$ cat src/rtl/usrt_shift_core.sv
// rtl/usrt_shift_core.sv - byte-serial TX/RX shifter pair (8N1, programmable bit period)
module usrt_shift_core #(
    parameter int BAUD_W = 14,
    parameter int DATA_W = 8
) (
    input  logic              i_Pclk,
    input  logic              i_Presetn,
    input  logic [BAUD_W-1:0] i_Baud,
    input  logic              i_Tx_Enable,
    input  logic [DATA_W-1:0] i_Tx_Data,
    output logic              o_Tx_Serial,
    output logic              o_Tx_Pready,
    input  logic              i_Rx_Enable,
    input  logic              i_Rx_Serial,
    output logic [DATA_W-1:0] o_Rx_Data,
    output logic              o_Rx_Done
);
    localparam int IDX_W = (DATA_W > 1) ? $clog2(DATA_W) : 1;
    localparam logic [BAUD_W-1:0] CNT_ONE  = BAUD_W'(1);
    localparam logic [IDX_W-1:0]  IDX_LAST = IDX_W'(DATA_W - 1);

    typedef enum logic [2:0] {TX_IDLE, TX_START, TX_DATA, TX_STOP, TX_DONE} tx_state_e;
    typedef enum logic [2:0] {RX_IDLE, RX_START, RX_DATA, RX_STOP, RX_DONE, RX_WAIT_HIGH} rx_state_e;

    tx_state_e         tx_state_q, tx_state_d;
    logic [BAUD_W-1:0] tx_cnt_q, tx_cnt_d, tx_baud_q, tx_baud_d;
    logic [IDX_W-1:0]  tx_bit_q, tx_bit_d;
    logic [DATA_W-1:0] tx_data_q, tx_data_d;
    logic              tx_last;

    always_ff @(posedge i_Pclk or negedge i_Presetn) begin
        if (!i_Presetn) begin
            tx_state_q <= TX_IDLE;
            tx_cnt_q   <= '0;
            tx_baud_q  <= '0;
            tx_bit_q   <= '0;
            tx_data_q  <= '0;
        end else begin
            tx_state_q <= tx_state_d;
            tx_cnt_q   <= tx_cnt_d;
            tx_baud_q  <= tx_baud_d;
            tx_bit_q   <= tx_bit_d;
            tx_data_q  <= tx_data_d;
        end
    end

    assign tx_last = (tx_cnt_q == tx_baud_q - CNT_ONE);

    always_comb begin
        tx_state_d  = tx_state_q;
        tx_cnt_d    = tx_cnt_q;
        tx_baud_d   = tx_baud_q;
        tx_bit_d    = tx_bit_q;
        tx_data_d   = tx_data_q;
        o_Tx_Serial = 1'b1;
        o_Tx_Pready = 1'b0;
        case (tx_state_q)
            TX_IDLE: begin
                if (i_Tx_Enable) begin
                    tx_data_d  = i_Tx_Data;
                    tx_baud_d  = i_Baud;
                    tx_cnt_d   = '0;
                    tx_bit_d   = '0;
                    tx_state_d = TX_START;
                end
            end
            TX_START: begin
                o_Tx_Serial = 1'b0;
                tx_cnt_d    = tx_last ? '0 : tx_cnt_q + CNT_ONE;
                if (tx_last) tx_state_d = TX_DATA;
            end
            TX_DATA: begin
                o_Tx_Serial = tx_data_q[tx_bit_q];
                tx_cnt_d    = tx_last ? '0 : tx_cnt_q + CNT_ONE;
                if (tx_last) begin
                    if (tx_bit_q == IDX_LAST) begin
                        tx_bit_d   = '0;
                        tx_state_d = TX_STOP;
                    end else begin
                        tx_bit_d = tx_bit_q + IDX_W'(1);
                    end
                end
            end
            TX_STOP: begin
                tx_cnt_d = tx_last ? '0 : tx_cnt_q + CNT_ONE;
                if (tx_last) tx_state_d = TX_DONE;
            end
            TX_DONE: begin
                o_Tx_Pready = 1'b1;
                tx_state_d  = TX_IDLE;
            end
            default: tx_state_d = TX_IDLE;
        endcase
    end

    // Two-flop synchroniser; resets to the idle line level so reset never looks like a start bit.
    logic rx_meta_q, rx_sync_q;
    always_ff @(posedge i_Pclk or negedge i_Presetn) begin
        if (!i_Presetn) begin
            rx_meta_q <= 1'b1;
            rx_sync_q <= 1'b1;
        end else begin
            rx_meta_q <= i_Rx_Serial;
            rx_sync_q <= rx_meta_q;
        end
    end

    rx_state_e         rx_state_q, rx_state_d;
    logic [BAUD_W-1:0] rx_cnt_q, rx_cnt_d, rx_baud_q, rx_baud_d;
    logic [IDX_W-1:0]  rx_bit_q, rx_bit_d;
    logic [DATA_W-1:0] rx_shift_q, rx_shift_d, rx_data_q, rx_data_d;
    logic              rx_last, rx_half_last;

    always_ff @(posedge i_Pclk or negedge i_Presetn) begin
        if (!i_Presetn) begin
            rx_state_q <= RX_IDLE;
            rx_cnt_q   <= '0;
            rx_baud_q  <= '0;
            rx_bit_q   <= '0;
            rx_shift_q <= '0;
            rx_data_q  <= '0;
        end else begin
            rx_state_q <= rx_state_d;
            rx_cnt_q   <= rx_cnt_d;
            rx_baud_q  <= rx_baud_d;
            rx_bit_q   <= rx_bit_d;
            rx_shift_q <= rx_shift_d;
            rx_data_q  <= rx_data_d;
        end
    end

    assign rx_last      = (rx_cnt_q == rx_baud_q - CNT_ONE);
    assign rx_half_last = (rx_cnt_q == (rx_baud_q >> 1) - CNT_ONE);
    assign o_Rx_Data    = rx_data_q;

    always_comb begin
        rx_state_d = rx_state_q;
        rx_cnt_d   = rx_cnt_q;
        rx_baud_d  = rx_baud_q;
        rx_bit_d   = rx_bit_q;
        rx_shift_d = rx_shift_q;
        rx_data_d  = rx_data_q;
        o_Rx_Done  = 1'b0;
        if (!i_Rx_Enable) begin
            rx_state_d = RX_IDLE;
            rx_cnt_d   = '0;
        end else begin
            case (rx_state_q)
                RX_IDLE: begin
                    if (!rx_sync_q) begin
                        rx_baud_d  = i_Baud;
                        rx_cnt_d   = '0;
                        rx_state_d = RX_START;
                    end
                end
                // Re-check at mid start bit; a high line here means a glitch.
                RX_START: begin
                    rx_cnt_d = rx_half_last ? '0 : rx_cnt_q + CNT_ONE;
                    if (rx_half_last) begin
                        rx_bit_d   = '0;
                        rx_state_d = rx_sync_q ? RX_IDLE : RX_DATA;
                    end
                end
                RX_DATA: begin
                    rx_cnt_d = rx_last ? '0 : rx_cnt_q + CNT_ONE;
                    if (rx_last) begin
                        rx_shift_d = {rx_sync_q, rx_shift_q[DATA_W-1:1]};
                        if (rx_bit_q == IDX_LAST) begin
                            rx_state_d = RX_STOP;
                        end else begin
                            rx_bit_d = rx_bit_q + IDX_W'(1);
                        end
                    end
                end
                RX_STOP: begin
                    rx_cnt_d = rx_last ? '0 : rx_cnt_q + CNT_ONE;
                    if (rx_last) begin
                        if (rx_sync_q) begin
                            rx_data_d  = rx_shift_q;
                            rx_state_d = RX_DONE;
                        end else begin
                            rx_state_d = RX_WAIT_HIGH;
                        end
                    end
                end
                RX_DONE: begin
                    o_Rx_Done  = 1'b1;
                    rx_state_d = RX_IDLE;
                end
                RX_WAIT_HIGH: begin
                    if (rx_sync_q) rx_state_d = RX_IDLE;
                end
                default: rx_state_d = RX_IDLE;
            endcase
        end
    end
endmodule

$ cat config.mk
export PLATFORM = sky130hd
export DESIGN_NAME = usrt_shift_core
export DESIGN_NICKNAME = d
export VERILOG_FILES = /design/src/rtl/usrt_shift_core.sv
export SDC_FILE = /design/constraint.sdc
export NUM_CORES = 1
export LEC_CHECK = 0
export BUFFER_PORTS_ARGS = -buffer_cell sky130_fd_sc_hd__buf_2
export CORE_ASPECT_RATIO = 1.2
export CORE_MARGIN = 2
export CORE_UTILIZATION = 33
export CTS_CLUSTER_DIAMETER = 30
export DETAILED_ROUTE_END_ITERATION = 10
export GPL_TIMING_DRIVEN = 0
export HOLD_SLACK_MARGIN = 0.05
export PLACE_DENSITY = 0.56
export SLEW_MARGIN = 15
export SYNTH_ARGS = -nofsm -noshare
export SYNTH_HDL_FRONTEND = slang
export SYNTH_SLANG_ARGS = --single-unit
$ cat constraint.sdc
create_clock -name i_Pclk -period 3.9 [get_ports i_Pclk]
set_input_delay 0.195 -clock i_Pclk [delete_from_list [all_inputs] [get_ports i_Pclk]]
set_output_delay 0.195 -clock i_Pclk [all_outputs]
set_load 0.1 [all_outputs]
==> flow_summary_export.csv <==
group,metric,value,unit
sta,finalMaxSlewViolations,0,
yosys,largest_cells_by_area_after_synthesis,"dfrtp_1, mux2_2, xnor2_1",
yosys,mappedNetlistNets,642,
critical_path,crit_type,"flop to flop",
routing,route.vias.total,4744,
critical_path,worstReg2RegEnd,"o_Rx_Data[1]",
cts,cts_buffers,9,
cts,h-tree-depth,3,
floorplanning,ios,38,
critical_path,worstPathArrival,3.82,ns
yosys,asyncSetResetFlopFracSynth,100.0,%
critical_path,reg2reg_setup_slack,0.32,ns
critical_path,depth_of_the_worst_register_to_register_path,11,
cells_and_area,finalNetCount,693,
global_route,antenna_found_initial,0,
power_and_ir_drop,total_power,0.003003,W
cts,clock_sink_count,94,
floorplanning,initial_utilization,33.61,%
yosys,synth_seq_area_share,40.17,%
critical_path,critical_path.cell_chain,"inv_1 > ha_1 > nor2b_2 > nand4_1 > or3_1 > a2111oi_1 > and4b_1 > buf_2 > nand2_1 > nor2_4 > mux2_2",
placement,placedCellCount,864,
critical_path,startpoint,"rx_baud_q[2]",
routing,initialDrtViolationCount,407,
sta,max_fclk,279.4,MHz
routing,post_drt_wl_per_cell,15.87,microns
cells_and_area,layout.cells.non_filler,882,
sta,worst_pin_slew,0.9370,ns
routing,drcViolationCount,0,
critical_path,critPathMaxFanout,8,
power_and_ir_drop,power_frac_seq,41.5,%
placement,globalplace.congestion,0.8633,
yosys,post-synth-top-area-fraction,39.27,%
critical_path,critPathSlowestCell,"a2111oi_1",
cts,insertion_delay,0.35,ns
yosys,synth.distinct_cells,77,
global_route,grt_overflow,0,
yosys,ys_dominant_reg_cell,"dfrtp_1",
yosys,yosysTopAreaCell,"dfrtp_1",
min_path,hold_path_class,"input port to flop",
critical_path,rr_startpoint,"rx_baud_q[2]",
floorplanning,fp.dieH,150,microns
power_and_ir_drop,power_density,449.4,mW/mm^2
sta,hold_violations,0,
sta,layout_skew,0.005517,ns
power_and_ir_drop,clock_power_share,29.1,%
job,maxCapViolCount,0,
cells_and_area,final_layout_size_suffix_gt1_share,20.24,%
placement,detailed_place_hpwl,10.52,mm
critical_path,cp_peak_stage_delay,0.61,ns
global_route,grt_first_pass_wirelength,23.23,mm
global_route,grtUsageTotal,15.25,%
cts,postCtsSetupRepairBufs,0,
power_and_ir_drop,power_switching_share,35.61,%
status,run_status,"complete, no violations",
power_and_ir_drop,cellLeakagePower,2.781,nW
floorplanning,total_number_of_placement_rows,53,
cts,clk_pin_slew,0.07,ns
critical_path,setup.worst_path.end_class,"flop",
cells_and_area,signed_area_change_from_the_synthesized_netlist_to_the_final_layout,14.00,%
yosys,synth-edff-count,0,
routing,viasPerCell,5.379,
global_route,grt_pass1_vias,4692,
cts,ctsLongestPathBuffers,2,
power_and_ir_drop,net-switching-power,0.001069,W
floorplanning,placeableCoreArea,0.01744,sq mm
cells_and_area,n_antenna_cell,0,
min_path,hold_path_depth,2,
floorplanning,die_x,125.7,microns
sta,setup_viol_count_final,0,
power_and_ir_drop,int_power,0.001934,W
min_path,min_delay_worst_endpoint,"tx_data_q[1]",
sta,setup-tns-final,0,ns
power_and_ir_drop,vdd_ir_drop_max,0.2360,mV
yosys,syn-instance-count,606,
floorplanning,die_area,0.01885,sq mm
cts,cts_tree,"yes",
routing,drt-pass1-iter-count,4,
critical_path,crit_path_start_kind,"flop",
sta,layout_min_cycle_time,3.579,ns
routing,antenna_violating_nets_post_route,0,
yosys,number_of_storage_elements_in_the_synthesis_netlist,94,
cells_and_area,mostFrequentLayoutCell,"dfrtp_1",
sta,rsz0062_at_grt,"false",
cts,cts.root.buffer_cell,"clkbuf_16",
placement,port-buffer-count,36,
critical_path,critical_path_required,4.14,ns
power_and_ir_drop,share_comb_of_total_power,29.4,%
global_route,grt_start_max_net_pins,54,
yosys,syn-cell-area,0.005862,sq mm
sta,min_period_over_period,91.77,%
sta,timing.slew.headroom,36.96,%
yosys,synthesis.yosys.warnings,0,
yosys,post_synth.cell_area_avg,9.673,sq um
min_path,min_from,"i_Tx_Data[1]",
routing,postRouteWirelength,14.00,mm
cells_and_area,most-common-layout-cells,"dfrtp_1, nand2_1, mux2_2, buf_2, clkbuf_1",
==> synth_stat cells, types with 5 or more instances <==
library cell and n:
dfrtp_1 92, nand2_1 51, mux2_2 45, clkbuf_1 33
nand3_1 32, nor2_1 32, xnor2_1 30, a21oi_1 24
inv_1 22, xor2_1 19, o21ai_0 18, nand2b_1 11
nand3b_1 11, nor4_1 10, ha_1 9, nor2b_1 9
o32ai_1 9, a21o_1 8, nor3_1 8, nand4_1 7
or2_2 7, nor3b_1 6, o21ai_1 6, a31oi_1 5
buf_2 5, mux2i_1 5, or3_1 5
==> kinds of logic (layout without fill, tap and decap cells) <==
family	Yosys count	count (layout)	synth area share (%)
simple gates	220	220	21.34
xor+xnor	49	49	7.321
flops	94	94	40.17
fa+ha+maj	10	10	2.092
compound gates	115	115	13.83
mux	55	55	10.97
buf+inv	63	119	4.269
==> registers in the layout, summed over array words and instances (netlist names), 8 cells and up <==
register,count
rx_baud_q,14
o_Rx_Data,8
tx_cnt_q,14
rx_shift_q,8
rx_cnt_q,14
tx_data_q,8
tx_baud_q,14
==> metrics by stage <==
| stage | hold slack [ns] | utilization (%) | setup WS (ns) | instance area [sq um] |
|---|---|---|---|---|
| 6_report | 0.06829 | 38.32 | 0.3210 | 6683 |
| 3_5_place_dp | 0.1520 | 36.48 | 0.1350 | 6362 |
| 5_1_grt | 0.06193 | 38.32 | 0.01358 | 6683 |
| 3_3_place_gp | 0.3131 | 36.22 | 0.2360 | 6317 |
| 2_1_floorplan | -0.1006 | - | 0.8213 | 5862 |
| 4_1_cts | 0.05460 | 38.27 | 0.1216 | 6674 |
==> power groups by stage <==
stage	clock, W	sequential [W]	combinational (W)
floorplan	0	0.00122	0.000682
global placement	0	0.00126	0.000843
detailed placement	0	0.00126	0.000879
CTS	0.000903	0.00125	0.000883
global route	0.000938	0.00127	0.000977
finish	0.000873	0.00125	0.000884
==> cell type report <==
| cell class | instances | area [sq um] |
|---|---|---|
| multi-input cells | 449 | 3272 |
| clock inverters | 7 | 66.31 |
| repair buffers | 40 | 239.0 |
| inverters | 22 | 82.58 |
| fillers | 1745 | 10760 |
| flip-flops and latches | 94 | 2355 |
| clock buffers | 9 | 225.2 |
| well taps | 220 | 275.3 |
| plain buffers | 41 | 167.7 |
==> how the worst max path moves through the flow <==
stage | to | slack [ns] | cells past startpoint
floorplan | o_Rx_Data[0] | 0.82 | 11
global placement | rx_cnt_q[9] | 0.24 | 10
detailed placement | rx_cnt_q[9] | 0.13 | 10
CTS | rx_cnt_q[9] | 0.12 | 10
global route | o_Rx_Data[1] | 0.01 | 11
finish | o_Rx_Data[1] | 0.32 | 11
==> layer usage <==
metal / routed length, microns / share of wire [%] / GRT usage (%)
met5: 0 / 0 / 0
met2: 7352 / 53 / 27.22
met1: 5893 / 42 / 17.88
met3: 336 / 2.4 / 2.467
met4: 415 / 3.0 / 7.222
==> timing repair <==
action                                  CTS  global route
hold buffers                              2             0
endpoints found under the setup margin    0            30
endpoints found under the hold margin    42             0
resized for setup                         0             2
==> critical path, delay by kind of cell (launching register included) <==
family                     cells  cell delay (ns)
DFF                            1             0.43
buffers and inverters          2             0.27
AOI/OAI and AO/OA              1             0.61
muxes                          1             0.38
and+or+nand+nor                6             1.55
adders and majority gates      1             0.23
Note: power is estimated with default switching activity, not from simulation.
